[src/rtl/int_to_fp_pipe.sv]
// int_to_fp_pipe: three-stage integer to floating-point converter.
// Stage 1 takes the sign and magnitude, stage 2 normalises and computes the
// exponent, and stage 3 rounds and handles overflow. The whole pipe moves on
// one enable, so a stalled output freezes every stage and bubbles stay in place.
module int_to_fp_pipe #(
    parameter int INT_W = 32,
    parameter int EXP_W = 8,
    parameter int MAN_W = 23
) (
    input  logic                   clk,
    input  logic                   reset,
    input  logic                   in_valid,
    output logic                   in_ready,
    input  logic [INT_W-1:0]       in_int,
    input  logic                   in_signed,
    input  logic [1:0]             in_rm,
    output logic                   out_valid,
    input  logic                   out_ready,
    output logic [EXP_W+MAN_W:0]   out_fp,
    output logic                   out_inexact,
    output logic                   out_overflow
);

    localparam int BIAS  = (1 << (EXP_W - 1)) - 1;
    localparam int LZ_W  = $clog2(INT_W + 1);
    // Fraction bits below the hidden one, followed by room for guard and sticky.
    localparam int EXT_W = INT_W + MAN_W + 1;
    localparam logic [EXP_W-1:0] EXP_MAX    = '1;
    localparam logic [EXP_W-1:0] EXP_MAXFIN = {{(EXP_W-1){1'b1}}, 1'b0};

    localparam logic [1:0] RM_RNE = 2'b00;
    localparam logic [1:0] RM_RTZ = 2'b01;
    localparam logic [1:0] RM_RUP = 2'b10;
    localparam logic [1:0] RM_RDN = 2'b11;

    // The largest normalised exponent must fit below the all-ones code.
    generate
        if (BIAS < INT_W - 1) begin : g_exp_too_narrow
            $error("int_to_fp_pipe: EXP_W is too narrow for INT_W");
        end
        if (INT_W < 8 || INT_W > 64) begin : g_int_w_range
            $error("int_to_fp_pipe: INT_W must lie in 8..64");
        end
    endgenerate

    logic adv;
    assign adv      = !out_valid || out_ready;
    assign in_ready = adv;

    // ---------------- stage 1: sign and magnitude ----------------
    logic             sign_in;
    logic [INT_W-1:0] mag_in;
    assign sign_in = in_signed & in_int[INT_W-1];
    // Negating the most negative value gives 2^(INT_W-1), which fits unsigned.
    assign mag_in  = sign_in ? -in_int : in_int;

    logic             s1_valid_reg;
    logic             s1_sign_reg;
    logic [INT_W-1:0] s1_mag_reg;
    logic [1:0]       s1_rm_reg;

    // Capture the operand sign, magnitude and rounding mode.
    always_ff @(posedge clk or negedge reset) begin
        if (!reset) begin
            s1_valid_reg <= 1'b0;
            s1_sign_reg  <= 1'b0;
            s1_mag_reg   <= '0;
            s1_rm_reg    <= RM_RNE;
        end else if (adv) begin
            s1_valid_reg <= in_valid;
            s1_sign_reg  <= sign_in;
            s1_mag_reg   <= mag_in;
            s1_rm_reg    <= in_rm;
        end
    end

    // ---------------- stage 2: normalisation ----------------
    logic [LZ_W-1:0]  lzc;
    logic [INT_W-1:0] norm;
    logic [EXP_W-1:0] exp_next;

    // Leading-zero count: the highest set bit wins because it is visited last.
    always_comb begin
        lzc = LZ_W'(INT_W);
        for (int i = 0; i < INT_W; i++) begin
            if (s1_mag_reg[i]) begin
                lzc = LZ_W'(INT_W - 1 - i);
            end
        end
    end

    assign norm     = s1_mag_reg << lzc;
    // Meaningless for a zero operand; the zero flag overrides it later.
    assign exp_next = EXP_W'(BIAS + INT_W - 1 - int'(lzc));

    logic             s2_valid_reg;
    logic             s2_sign_reg;
    logic [INT_W-2:0] s2_frac_reg;
    logic [EXP_W-1:0] s2_exp_reg;
    logic             s2_zero_reg;
    logic [1:0]       s2_rm_reg;

    // Register the normalised fraction (hidden bit dropped) and exponent.
    always_ff @(posedge clk or negedge reset) begin
        if (!reset) begin
            s2_valid_reg <= 1'b0;
            s2_sign_reg  <= 1'b0;
            s2_frac_reg  <= '0;
            s2_exp_reg   <= '0;
            s2_zero_reg  <= 1'b0;
            s2_rm_reg    <= RM_RNE;
        end else if (adv) begin
            s2_valid_reg <= s1_valid_reg;
            s2_sign_reg  <= s1_sign_reg;
            s2_frac_reg  <= norm[INT_W-2:0];
            s2_exp_reg   <= exp_next;
            // After normalisation only a zero operand lacks a leading one.
            s2_zero_reg  <= !norm[INT_W-1];
            s2_rm_reg    <= s1_rm_reg;
        end
    end

    // ---------------- stage 3: rounding ----------------
    logic [EXT_W-1:0]     ext;
    logic [MAN_W-1:0]     frac;
    logic                 guard;
    logic                 sticky;
    logic                 inc;
    logic                 to_inf;
    logic [MAN_W:0]       mant_sum;
    logic [EXP_W-1:0]     exp_r;
    logic                 ovf;
    logic [EXP_W+MAN_W:0] fp_next;

    // When INT_W-1 <= MAN_W the padding zeros make guard and sticky zero.
    assign ext    = {s2_frac_reg, {(MAN_W+2){1'b0}}};
    assign frac   = ext[EXT_W-1 -: MAN_W];
    assign guard  = ext[EXT_W-1-MAN_W];
    assign sticky = |ext[EXT_W-2-MAN_W:0];

    // Rounding increment and overflow saturation direction per mode.
    always_comb begin
        inc    = 1'b0;
        to_inf = 1'b1;
        case (s2_rm_reg)
            RM_RNE: begin
                inc    = guard && (sticky || frac[0]);
                to_inf = 1'b1;
            end
            RM_RTZ: begin
                inc    = 1'b0;
                to_inf = 1'b0;
            end
            RM_RUP: begin
                inc    = !s2_sign_reg && (guard || sticky);
                to_inf = !s2_sign_reg;
            end
            RM_RDN: begin
                inc    = s2_sign_reg && (guard || sticky);
                to_inf = s2_sign_reg;
            end
            default: begin
                inc    = 1'b0;
                to_inf = 1'b1;
            end
        endcase
    end

    // A carry out means the fraction was all ones; the renormalised fraction
    // is then all zeros, which is exactly what the low sum bits already hold.
    assign mant_sum = {1'b0, frac} + {{MAN_W{1'b0}}, inc};
    assign exp_r    = s2_exp_reg + {{(EXP_W-1){1'b0}}, mant_sum[MAN_W]};
    assign ovf      = (exp_r == EXP_MAX);

    // Assemble the result: zero, saturated overflow, or the rounded value.
    always_comb begin
        fp_next = {s2_sign_reg, exp_r, mant_sum[MAN_W-1:0]};
        if (s2_zero_reg) begin
            fp_next = '0;
        end else if (ovf) begin
            if (to_inf) begin
                fp_next = {s2_sign_reg, EXP_MAX, {MAN_W{1'b0}}};
            end else begin
                fp_next = {s2_sign_reg, EXP_MAXFIN, {MAN_W{1'b1}}};
            end
        end
    end

    logic                 out_valid_reg;
    logic [EXP_W+MAN_W:0] out_fp_reg;
    logic                 out_inexact_reg;
    logic                 out_overflow_reg;

    // Output register; holds steady while the consumer stalls.
    always_ff @(posedge clk or negedge reset) begin
        if (!reset) begin
            out_valid_reg    <= 1'b0;
            out_fp_reg       <= '0;
            out_inexact_reg  <= 1'b0;
            out_overflow_reg <= 1'b0;
        end else if (adv) begin
            out_valid_reg    <= s2_valid_reg;
            out_fp_reg       <= fp_next;
            out_inexact_reg  <= !s2_zero_reg && (guard || sticky || ovf);
            out_overflow_reg <= !s2_zero_reg && ovf;
        end
    end

    assign out_valid    = out_valid_reg;
    assign out_fp       = out_fp_reg;
    assign out_inexact  = out_inexact_reg;
    assign out_overflow = out_overflow_reg;

endmodule

[config.mk]
export PLATFORM = sky130hd
export DESIGN_NAME = int_to_fp_pipe
export DESIGN_NICKNAME = d
export VERILOG_FILES = /design/src/rtl/int_to_fp_pipe.sv
export SDC_FILE = /design/constraint.sdc
export NUM_CORES = 1
export LEC_CHECK = 0
export ABC_AREA = 1
export BUFFER_PORTS_ARGS = -buffer_cell sky130_fd_sc_hd__buf_2
export CORE_UTILIZATION = 31
export DETAILED_ROUTE_END_ITERATION = 8
export PLACE_DENSITY = 0.46
export SYNTH_ARGS = -nofsm -noshare
export SYNTH_HDL_FRONTEND = slang
export SYNTH_SLANG_ARGS = --single-unit
[constraint.sdc]
create_clock -name clk -period 7.55 [get_ports clk]
set_clock_uncertainty 0.15 [all_clocks]
set_input_delay 1.51 -clock clk [delete_from_list [all_inputs] [get_ports clk]]
set_output_delay 1.51 -clock clk [all_outputs]
set_load 0.02 [all_outputs]
== Word level (Yosys, flattened, before mapping) ==
Index checks and enable logic that the tools add are counted.

* Add/subtract/negate cells: 4
* Equality and inequality tests: 4
* Shifts and indexed selects: 1
* Multiplexer cells: 38
* Bitwise gates (word level): 1
* Reduce and logical (&&, ||, !) cells: 15

{| class="wikitable"
|+ Operators by type and width
! operator !! count
|-
| two-way mux 6 bit || 32
|-
| two-way mux 32 bit || 2
|-
| negation 32 bit || 1
|-
| left shift 32 x 6 -> 32 bit || 1
|-
| two-way mux 31 bit || 1
|-
| adder 23 x 1 -> 24 bit || 1
|-
| two-way mux 24 bit || 1
|-
| adder 8 x 1 -> 8 bit || 1
|-
| == test 8 bit, second input constant || 1
|-
| one-hot mux 1 bit (4 select lines) || 2
|-
| subtractor 8 x 6 -> 8 bit, first input constant || 1
|-
| OR reduction 7 bit || 1
|-
| logical AND 1 bit || 5
|-
| == test 2 bit, second input constant || 2
|-
| zero test 1 bit || 4
|-
| logical OR 1 bit || 4
|-
| == test 2 x 1 -> 1 bit, second input constant || 1
|-
| zero test 2 bit || 1
|-
| bitwise AND 1 bit || 1
|}

* Register bits: 115
* Input port bits: 39
* Output and inout bits: 36
* Logic and storage cells: 77

== Logic depth before layout (Yosys ltp) ==
Gate-level depths: netlist (run 1).

* Depth in word-level cells: 34
* Mapped depth: 42
* Mapped depth without buffers: 41

== Worst setup path after synthesis (run 1) ==
Ideal clock, no wire load.

* Path type: input-to-output
* Start point: input out_ready
* End point: output in_ready
* Arrival time: 2532 ps
* Required time: 5890 ps
* Path slack: 3358 ps
* Stages on the path: 5
* Path buffers: 3
* Cells stage by stage: nor2_1 -> clkbuf_1 -> clkinv_1 -> clkbuf_1 -> buf_2

* Longest elaborated chain between the ends: 1

{| class="wikitable"
|+ Ends and longest elaborated chain
! element !! RTL line !! text
|-
| from (decl) || 18 || <nowiki>input logic out_ready,</nowiki>
|-
| logical OR 1 bit || 47 || <nowiki>assign adv = !out_valid || out_ready;</nowiki>
|-
| to (decl) || 13 || <nowiki>output logic in_ready,</nowiki>
|}

No other way between the ends.

== Worst setup path after layout (run 1) ==
* Start point: register s2_frac_reg[3]
* End point: register out_fp_reg[15] (netlist: out_fp[15])

* Longest elaborated chain between the ends: 9
* Elaborated cells between the ends (all ways): 12
* Those cells by class: add/sub (2); eq/ne (1); mux (3); reduce/logical (6)

{| class="wikitable"
|+ Ends and longest elaborated chain
! element !! RTL line !! text
|-
| from (decl) || 98 || <nowiki>logic [INT_W-2:0] s2_frac_reg;</nowiki>
|-
| from (signal assigned) || 115 || <nowiki>s2_frac_reg <= norm[INT_W-2:0];</nowiki>
|-
| OR reduction 7 bit (*) || 139 || <nowiki>assign sticky = |ext[EXT_W-2-MAN_W:0];</nowiki>
|-
| logical OR 1 bit (on tied branches) || 155, 159, 147 ||
|-
| logical AND 1 bit (on tied branches) || 159, 147, 155 ||
|-
| one-hot mux 1 bit (4 select lines) (*) || 145 || <nowiki>case (s2_rm_reg)</nowiki>
|-
| adder 23 x 1 -> 24 bit (*) || 171 || <nowiki>assign mant_sum = {1'b0, frac} + {{MAN_W{1'b0}}, inc};</nowiki>
|-
| adder 8 x 1 -> 8 bit || 172 || <nowiki>assign exp_r = s2_exp_reg + {{(EXP_W-1){1'b0}}, mant_sum[MAN_W]};</nowiki>
|-
| == test 8 bit || 173 || <nowiki>assign ovf = (exp_r == EXP_MAX);</nowiki>
|-
| two-way mux 31 bit (*) || 180 || <nowiki>end else if (ovf) begin</nowiki>
|-
| two-way mux 32 bit (*) || 178 || <nowiki>if (s2_zero_reg) begin</nowiki>
|-
| to (signal assigned) || 203 || <nowiki>out_fp_reg <= fp_next;</nowiki>
|-
| to (decl) || 190 || <nowiki>logic [EXP_W+MAN_W:0] out_fp_reg;</nowiki>
|}

Mark *: on every way between the ends. The rest lies on a longest branch, timed or not.
A chain may end at the register's enable or synchronous reset.

==> flow_summary_export.csv, run 1 <==
group,metric,value,unit
sta,max_freq,191,MHz
floorplan,die_h,161,um
yosys,synthXorXnorAreaFrac,0.0389,
clocking,clock_latency,0.43,ns
floorplan,core,24600,um2
floorplan,die_x,161,um
yosys,ys_seq_area_frac,0.366,
global_routing,grt_max_degree,90,
floorplan,initial_utilization,0.320,
pwr,pwr-share-clk,0.246,
worst_hold_path,whs_endpoint,"out_valid$_DFFE_PN0P_",
global_routing,overflow,0,
yosys,postSynth.asyncResetShare,1.00,
global_routing,busiest_layer,"met2",
global_routing,grt_util_met3,0.0311,
sta,worst_pin_slew,1.10,ns
sta,fin_crit,5.24,ns
yosys,synthesis.instances,1156,
worst_setup_path,crit_required,7.71,ns
clocking,cts_htree_levels,4,
worst_setup_path,rr_startpoint,"s2_frac_reg[3]$_DFFE_PN0P_",
yosys,synth_simple_gate_area_frac,0.374,
pwr,powerDensity,391,nW/um2
floorplan,io_pins,75,
yosys,mappedNetlistArea,7870,um2
worst_setup_path,worst_ep_arrival_time,5.40,ns
clocking,ctsHoldBuffers,0,
worst_hold_path,worstHoldStart,"s2_valid_reg$_DFFE_PN0P_",
yosys,synth-seq-cells,115,
pwr,p_seq_frac,0.296,
yosys,synth_cell_types,46,
yosys,avgSynthCellArea,6.81,um2
pwr,p_sw,1.60,mW
worst_setup_path,startpoint_type,"flip-flop",
yosys,ys_top_cells_by_count,"nand2_1, nand3_1, inv_1",
yosys,synthesis.nets,1201,
floorplan,dieArea,26000,um2
yosys,synth_fa_ha_area_frac,0.00954,
sta,setup_viol_count_final,0,
sta,report.final.slew_viol_count,0,
worst_hold_path,hold_class,"reg2reg",
pwr,irDropWorstVdd,0.272,mV
clocking,numCtsBuffers,17,
run_status,status,"completed",
route,drc,0,
clocking,cts_tree,"yes",
cells_and_area,diodes,0,
clocking,clk_pin_slew,0.06,ns
place,gp_congestion,0.842,
global_routing,first_global_vias,7759,
sta,hold_viol,0,
yosys,ys_warn_count,0,
clocking,post_cts.repair.setup_buffers,0,
sta,rsz0062_at_grt,"no",
pwr,power,3.55,mW
worst_setup_path,reg2reg_depth,30,
worst_setup_path,crit_type,"reg2reg",
route,drt_iter0_markers,521,
place,portBuffers,74,
yosys,synth_top_family_by_area,"simple AND/OR/NAND/NOR gates",
route,drt_pass1_iterations,5,
yosys,yosys-top-cells-area,"dfrtp_1, nand2_1, nand3_1",
worst_setup_path,reg2reg_slack,2.31,ns
cells_and_area,fin_cells,1539,
worst_setup_path,crit_top_cell,"nor2_1",
yosys,synth_top_area_frac,0.366,
cells_and_area,drive_gt1_frac,0.108,
global_routing,grt_use_total,0.191,
floorplan,rows,57,
route,drt_wl_total,23300,um
yosys,synthMuxAreaShare,0,
cells_and_area,fin_area,9070,um2
clocking,numClockSinks,115,
worst_setup_path,r2r-end,"out_fp[15]$_DFFE_PN0P_",
worst_setup_path,max_stage_delay,0.46,ns
pwr,p_sw_frac,0.451,
yosys,synth_edf_count,0,
global_routing,grt_pass1_wl,39600,um
sta,timing.final.crit_share,0.694,
global_routing,grtUsageMet1,0.264,
yosys,synth_compound_area_frac,0.119,
pwr,total_leakage_power,4.39,nW
place,dpl-instance-area,8450,um2
clocking,cts_buffer_depth,2,
place,dp.cells,1507,
worst_setup_path,worstPathMaxFanout,23,
run,drv_cap,0,
sta,maxSlewHeadroom,0.259,
sta,whs,0.296,ns
global_routing,antenna_found_initial,0,
route,post_drt_wl_per_cell,15.1,um
yosys,synth.most_common_cell,"nand2_1",
yosys,synth_area_leader_cell,"dfrtp_1",
cells_and_area,finalNetCount,1247,
pwr,p_int,1.95,mW
route,viasPerCell,5.03,
sta,tns,0,ns
place,hpwl,16800,um
global_routing,grt_util_met2,0.304,
route,postRouteAntennaNets,0,
pwr,pwr-share-comb,0.458,
worst_hold_path,hold_path_depth,2,
clocking,clock-root-buffer,"clkbuf_16",
cells_and_area,syn2layout_area_growth,15.3,%
worst_setup_path,slowest_stage,"nand2_1",
yosys,yosys_most_used_dff,"dfrtp_1",
worst_setup_path,critPathCaptureType,"flip-flop",
clocking,cts-resized-gates,0,
route,vias,7746,
cell type report:
class / instances / area [um2]
clock inverter: 12 / 178
inverter: 122 / 458
sequential: 115 / 2880
clock buffer: 20 / 447
timing repair buffer: 82 / 433
fill: 2725 / 15500
multi-input combinational: 864 / 4280
tap: 324 / 405
metrics by stage:
| step | utilization | worst slack [ns] |
|---|---|---|
| 3_5_place_dp | 0.343 | 2.35 |
| 3_3_place_gp | 0.343 | 2.37 |
| 2_1_floorplan | - | 3.36 |
| 5_1_grt | 0.369 | 1.72 |
| 6_report | 0.369 | 2.31 |
| 4_1_cts | 0.369 | 2.31 |
cells in the final DEF, fill, tap and decap left out, types with 4 or more instances in the layout:
master     count
nand2_1      313
nand3_1      213
inv_1        116
dfrtp_1      115
nor2_1        84
o21ai_0       84
buf_2         73
xor2_1        25
a32o_1        22
nor3_1        18
clkbuf_16     17
nand4_1       16
a21oi_1       15
xnor2_1       10
buf_4          9
o22ai_1        7
ha_1           6
nor4_1         5
o211ai_1       5
o21ai_1        5
nor2_2         4
nand3b_1       4
bufinv_16      4
per-layer routing:
| layer | share of wire | up-vias |
|---|---|---|
| li1 | - | 3940 |
| met1 | 0.49 | 3644 |
| met2 | 0.46 | 130 |
| met3 | 0.033 | 32 |
| met4 | 0.018 | 0 |
| met5 | 0 | - |
power by group through the flow:
stage / registers, mW / clock network [mW] / logic (mW)
CTS: 1.06 / 0.892 / 1.65
floorplan: 1.11 / 0 / 1.13
finish: 1.05 / 0.874 / 1.63
global route: 1.09 / 0.921 / 1.88
global placement: 1.06 / 0 / 1.64
detailed placement: 1.06 / 0 / 1.64
worst max path at each step:
stage / endpoint / startpoint / depth (start not counted)
after floorplan: in_ready / out_ready / 5
after global placement: out_fp[22]$_DFFE_PN0P_ / s2_frac_reg[3]$_DFFE_PN0P_ / 30
after detailed placement: out_fp[15]$_DFFE_PN0P_ / s2_frac_reg[3]$_DFFE_PN0P_ / 30
after CTS: out_fp[15]$_DFFE_PN0P_ / s2_frac_reg[3]$_DFFE_PN0P_ / 30
after global routing: out_fp[16]$_DFFE_PN0P_ / s2_frac_reg[2]$_DFFE_PN0P_ / 30
final: out_fp[15]$_DFFE_PN0P_ / s2_frac_reg[3]$_DFFE_PN0P_ / 30
critical path, delay by kind of cell, from the launching register on:
kind | cells | cell delay [ns]
AO/OA/AOI/OAI | 2 | 0.64
AND/OR/NAND/NOR | 19 | 2.80
XOR/XNOR | 1 | 0.09
buffers and inverters | 5 | 0.52
flip-flops | 1 | 0.32
adder cells (fa/ha/maj) | 3 | 0.60
cell families after synthesis:
group,Yosys count
DFF,115
xor gates and xnor gates,35
adders and majority gates,6
and+or+nand+nor,670
buffers and inverters,177
AOI/OAI and AO/OA,153
(Power assumes the default switching activity.)
==> run 2: changes to the inputs <==
Clock period 7.55 ns to 5.35 ns, I/O delays scaled along.
==> run 2 against run 1 <==
Net effect: register-to-register slack worse by 1.7 ns; combinational power rose by 42%; sequential cell count did not move; critical path type unchanged; non-clock buffer count increased by 6; cell count grew 0.39%; first-iteration DRC count fell by 18%.
==> flow_summary_export.csv, run 2 (synthesis results as in run 1) <==
group,metric,value,unit
sta,fin_crit,4.71,ns
place,dp.cells,1513,
worst_setup_path,slowest_stage,"dfrtp_1",
route,drt_iter0_markers,428,
route,drc,0,
route,viasPerCell,5.03,
place,dpl-instance-area,8500,um2
worst_setup_path,critPathCaptureType,"flip-flop",
global_routing,antenna_found_initial,0,
pwr,powerDensity,548,nW/um2
floorplan,core,24600,um2
floorplan,initial_utilization,0.320,
global_routing,grt_use_total,0.195,
pwr,total_leakage_power,4.40,nW
clocking,clk_pin_slew,0.06,ns
worst_setup_path,crit_top_cell,"nor2_1",
worst_setup_path,crit_required,5.51,ns
cells_and_area,diodes,0,
cells_and_area,fin_cells,1545,
worst_setup_path,startpoint_type,"flip-flop",
sta,setup_viol_count_final,0,
clocking,numClockSinks,115,
sta,timing.final.crit_share,0.881,
cells_and_area,final_core_util,0.371,
sta,finalWorstSetupSlack,0.639,ns
floorplan,rows,57,
clocking,cts_tree,"yes",
floorplan,die_x,161,um
run_status,status,"completed",
sta,tns,0,ns
place,dpl_worst_slack,0.397,ns
clocking,ctsHoldBuffers,0,
pwr,p_sw,2.27,mW
cells_and_area,layout_common_cells,"nand2_1, nand3_1, inv_1",
worst_setup_path,worstPathMaxFanout,23,
floorplan,dieArea,26000,um2
global_routing,grt_max_degree,62,
route,drt_wl_total,24000,um
sta,maxSlewHeadroom,0.188,
floorplan,io_pins,75,
sta,hold_viol,0,
clocking,clock-root-buffer,"clkbuf_16",
global_routing,first_global_vias,7942,
pwr,p_int,2.73,mW
place,gp_congestion,0.818,
clocking,cts_buffer_depth,2,
global_routing,grt_pass1_wl,40300,um
pwr,pwr-share-clk,0.238,
route,postRouteAntennaNets,0,
floorplan,die_h,161,um
cells_and_area,layout_commonest_cell,"nand2_1",
worst_setup_path,crit_type,"reg2reg",
sta,max_freq,212,MHz
sta,whs,0.295,ns
cells_and_area,fin_area,9120,um2
clocking,cts_htree_levels,4,
sta,worst_pin_slew,1.22,ns
pwr,p_seq_frac,0.298,
route,post_drt_wl_per_cell,15.5,um
sta,report.final.slew_viol_count,0,
cells_and_area,finalNetCount,1253,
run,drv_cap,0,
clocking,clock_latency,0.42,ns
sta,rsz0062_at_grt,"no",
pwr,p_sw_frac,0.454,
pwr,irDropWorstVdd,0.310,mV
cells_and_area,drive_gt1_frac,0.113,
worst_setup_path,worst_ep_arrival_time,4.87,ns
place,hpwl,17200,um
clocking,numCtsBuffers,17,
pwr,power,5.00,mW
worst_hold_path,hold_class,"reg2reg",
place,portBuffers,74,
cells_and_area,syn2layout_area_growth,15.8,%
route,vias,7769,
global_routing,overflow,0,
pwr,pwr-share-comb,0.464,
worst_setup_path,max_stage_delay,0.32,ns
route,drt_pass1_iterations,5,
run 2: changes by cell type in the layout (fill, tap and decap cells not counted), moves of 2 or more:
cell and change:
clkbuf_1 +3, nor2_2 +2, buf_4 +6, nor2_1 -2, inv_6 -2
run 2: layer usage:
| layer | vias to the layer above | track usage | share of wire |
|---|---|---|---|
| met1 | 3674 | 0.261 | 0.48 |
| met5 | - | 0 | 0 |
| met3 | 15 | 0.0272 | 0.033 |
| li1 | 3949 | - | - |
| met2 | 131 | 0.328 | 0.48 |
| met4 | 0 | 0.0493 | 0.0094 |
run 2: repair_timing:
action	CTS	global route
endpoints found under the setup margin	0	24
buffers inserted	0	0
resized for setup	0	5
run 2: path summary, 6_finish.rpt:
kind,startpoint,to,slack [ns],cells past startpoint
worst max register to register,s2_frac_reg[2]$_DFFE_PN0P_,out_fp[18]$_DFFE_PN0P_,0.64,31
worst min-delay path,s2_valid_reg$_DFFE_PN0P_,out_valid$_DFFE_PN0P_,0.29,2
min in group asynchronous,reset,out_fp[20]$_DFFE_PN0P_,0.45,1
worst min register to register,s2_valid_reg$_DFFE_PN0P_,out_valid$_DFFE_PN0P_,0.29,2
max in group asynchronous,reset,s1_mag_reg[7]$_DFFE_PN0P_,3.59,2
worst max-delay path,s2_frac_reg[2]$_DFFE_PN0P_,out_fp[18]$_DFFE_PN0P_,0.64,31
run 2: critical path, delay by kind of cell (launching register included):
kind                       cells  cell delay [ns]
AOI/OAI and AO/OA              2             0.47
xor gates and xnor gates       1             0.15
and+or+nand+nor               19             2.30
adders and majority gates      3             0.62
DFF                            1             0.32
buffers and inverters          6             0.62
run 2: area by class of cell:
class                      instances  area [um2]
clock buffer                      24         472
clock inverter                     8         126
fill                            2717       15500
inverter                         122         458
multi-input combinational        864        4300
sequential                       115        2880
tap                              324         405
timing repair buffer              88         478
run 2: power by group through the flow:
stage	clock, mW	sequential, mW	combinational [mW]
global placement	0	1.51	2.33
detailed placement	0	1.50	2.33
finish	1.19	1.49	2.32
CTS	1.22	1.49	2.34
global route	1.25	1.53	2.66
floorplan	0	1.56	1.60
==> run 3: changes to the inputs <==
Clock period 5.35 ns to 6.1 ns, I/O delays scaled along.
==> run 3 against run 2 <==
Net effect: via count is 0.14% higher; sequential share of layout area rose by 0.27 points; design area shrank 0.84%; first-iteration DRC count rose by 33%; setup slack better by 0.32 ns; sequential power is 13% lower; wire length down 1.4%; critical path type unchanged; largest cell class unchanged.
==> flow_summary_export.csv, run 3 (synthesis results as in run 1) <==
group,metric,value,unit
route,drt_pass1_iterations,5,
sta,worst_pin_slew,1.15,ns
cells_and_area,layout_commonest_cell,"nand2_1",
clocking,clock_latency,0.42,ns
floorplan,initial_utilization,0.320,
worst_setup_path,crit_type,"reg2reg",
worst_hold_path,worstHoldStart,"s2_valid_reg$_DFFE_PN0P_",
worst_hold_path,hold_path_depth,2,
sta,max_freq,195,MHz
cells_and_area,diodes,0,
cells_and_area,final_core_util,0.367,
global_routing,grt_use_total,0.192,
sta,tns,0,ns
worst_setup_path,worst_ep_arrival_time,5.29,ns
route,drt_wl_total,23600,um
place,dpl-instance-area,8460,um2
route,drc,0,
clocking,cts_htree_levels,4,
clocking,post_cts.repair.setup_buffers,0,
worst_setup_path,crit_required,6.25,ns
clocking,cts_buffer_depth,2,
floorplan,core,24600,um2
sta,maxSlewHeadroom,0.228,
cells_and_area,syn2layout_area_growth,14.8,%
worst_setup_path,r2r-end,"out_fp[15]$_DFFE_PN0P_",
worst_setup_path,rr_startpoint,"s2_frac_reg[3]$_DFFE_PN0P_",
cells_and_area,fin_area,9040,um2
cells_and_area,drive_gt1_frac,0.109,
floorplan,die_x,161,um
clocking,clk_pin_slew,0.06,ns
route,vias,7780,
run_status,status,"completed",
worst_setup_path,max_stage_delay,0.38,ns
route,post_drt_wl_per_cell,15.3,um
route,drt_iter0_markers,570,
worst_setup_path,crit_top_cell,"nor2_1",
place,dp.cells,1508,
worst_setup_path,reg2reg_slack,0.96,ns
floorplan,rows,57,
global_routing,grt_max_degree,90,
floorplan,dieArea,26000,um2
cells_and_area,fin_cells,1539,
route,postRouteAntennaNets,0,
global_routing,first_global_vias,7764,
sta,hold_viol,0,
clocking,clock-root-buffer,"clkbuf_16",
global_routing,overflow,0,
place,portBuffers,74,
sta,rsz0062_at_grt,"no",
clocking,numClockSinks,115,
clocking,cts_tree,"yes",
floorplan,io_pins,75,
floorplan,die_h,161,um
sta,timing.final.crit_share,0.842,
route,viasPerCell,5.06,
worst_hold_path,whs_endpoint,"out_valid$_DFFE_PN0P_",
worst_setup_path,worstPathMaxFanout,23,
pwr,powerDensity,479,nW/um2
place,gp_congestion,0.829,
global_routing,grt_pass1_wl,39700,um
worst_setup_path,slowest_stage,"a32o_1",
worst_setup_path,startpoint_type,"flip-flop",
sta,setup_viol_count_final,0,
worst_setup_path,critPathCaptureType,"flip-flop",
pwr,irDropWorstVdd,0.239,mV
pwr,total_leakage_power,4.37,nW
worst_setup_path,reg2reg_depth,29,
clocking,numCtsBuffers,17,
place,hpwl,16900,um
cells_and_area,finalNetCount,1248,
sta,fin_crit,5.14,ns
run,drv_cap,0,
pwr,power,4.33,mW
cells_and_area,layout_common_cells,"nand2_1, nand3_1, inv_1",
global_routing,antenna_found_initial,0,
worst_hold_path,hold_class,"reg2reg",
sta,report.final.slew_viol_count,0,
==> run 3: cell types whose count changed in the layout (fill, tap and decap cells not counted), sizes merged <==
cell / previous run / this run
clkbuf: 24 / 22
clkinvlp: 0 / 1
bufinv: 3 / 2
clkinv: 8 / 9
buf: 88 / 83
==> run 3: cell type report <==
type | count | area, um2
clock buffer | 22 | 474
clock inverter | 9 | 105
fill | 2734 | 15600
inverter | 122 | 458
multi-input combinational | 864 | 4280
sequential | 115 | 2880
tap | 324 | 405
timing repair buffer | 83 | 440
==> run 3: through the flow <==
stage	hold WS (ns)	worst slack, ns
3_5_place_dp	0.299	0.715
6_report	0.302	0.963
3_3_place_gp	0.291	0.801
2_1_floorplan	0.270	1.93
5_1_grt	0.332	0.264
4_1_cts	0.309	0.691
==> run 3: layer usage <==
layer,vias to the layer above,wire length [um],GRT usage
li1,3940,-,-
met1,3651,11300,0.260
met3,36,825,0.0275
met5,-,0,0
met2,153,11000,0.308
met4,0,522,0.0729
==> run 3: critical path: cells and delay by family, from the launching register on <==
| kind | cells | cell delay [ns] |
|---|---|---|
| adder cells (fa/ha/maj) | 3 | 0.60 |
| AO/OA/AOI/OAI | 2 | 0.59 |
| buffers and inverters | 4 | 0.39 |
| XOR/XNOR | 1 | 0.10 |
| AND/OR/NAND/NOR | 19 | 2.85 |
| flip-flops | 1 | 0.32 |
==> run 3: worst max path at each step <==
stage                     depth (start not counted)  slack (ns)                     end                       start
final                                            29        0.96  out_fp[15]$_DFFE_PN0P_  s2_frac_reg[3]$_DFFE_PN0P_
after global routing                             30        0.26  out_fp[18]$_DFFE_PN0P_  s2_frac_reg[2]$_DFFE_PN0P_
after CTS                                        29        0.69  out_fp[15]$_DFFE_PN0P_  s2_frac_reg[3]$_DFFE_PN0P_
after detailed placement                         29        0.72  out_fp[15]$_DFFE_PN0P_  s2_frac_reg[3]$_DFFE_PN0P_
after global placement                           30        0.80  out_fp[19]$_DFFE_PN0P_  s2_frac_reg[3]$_DFFE_PN0P_
after floorplan                                  30        1.93  out_fp[16]$_DFFE_PN0P_  s2_frac_reg[3]$_DFFE_PN0P_
==> run 3: what timing repair did <==
action,CTS,global route
resized for setup,0,1
endpoints found under the setup margin,0,10
hold buffers,0,0
==> run 3: report_power, final <==
part	internal (mW)	switching (mW)
logic	0.665	1.36
registers	1.06	0.244
clock network	0.629	0.377
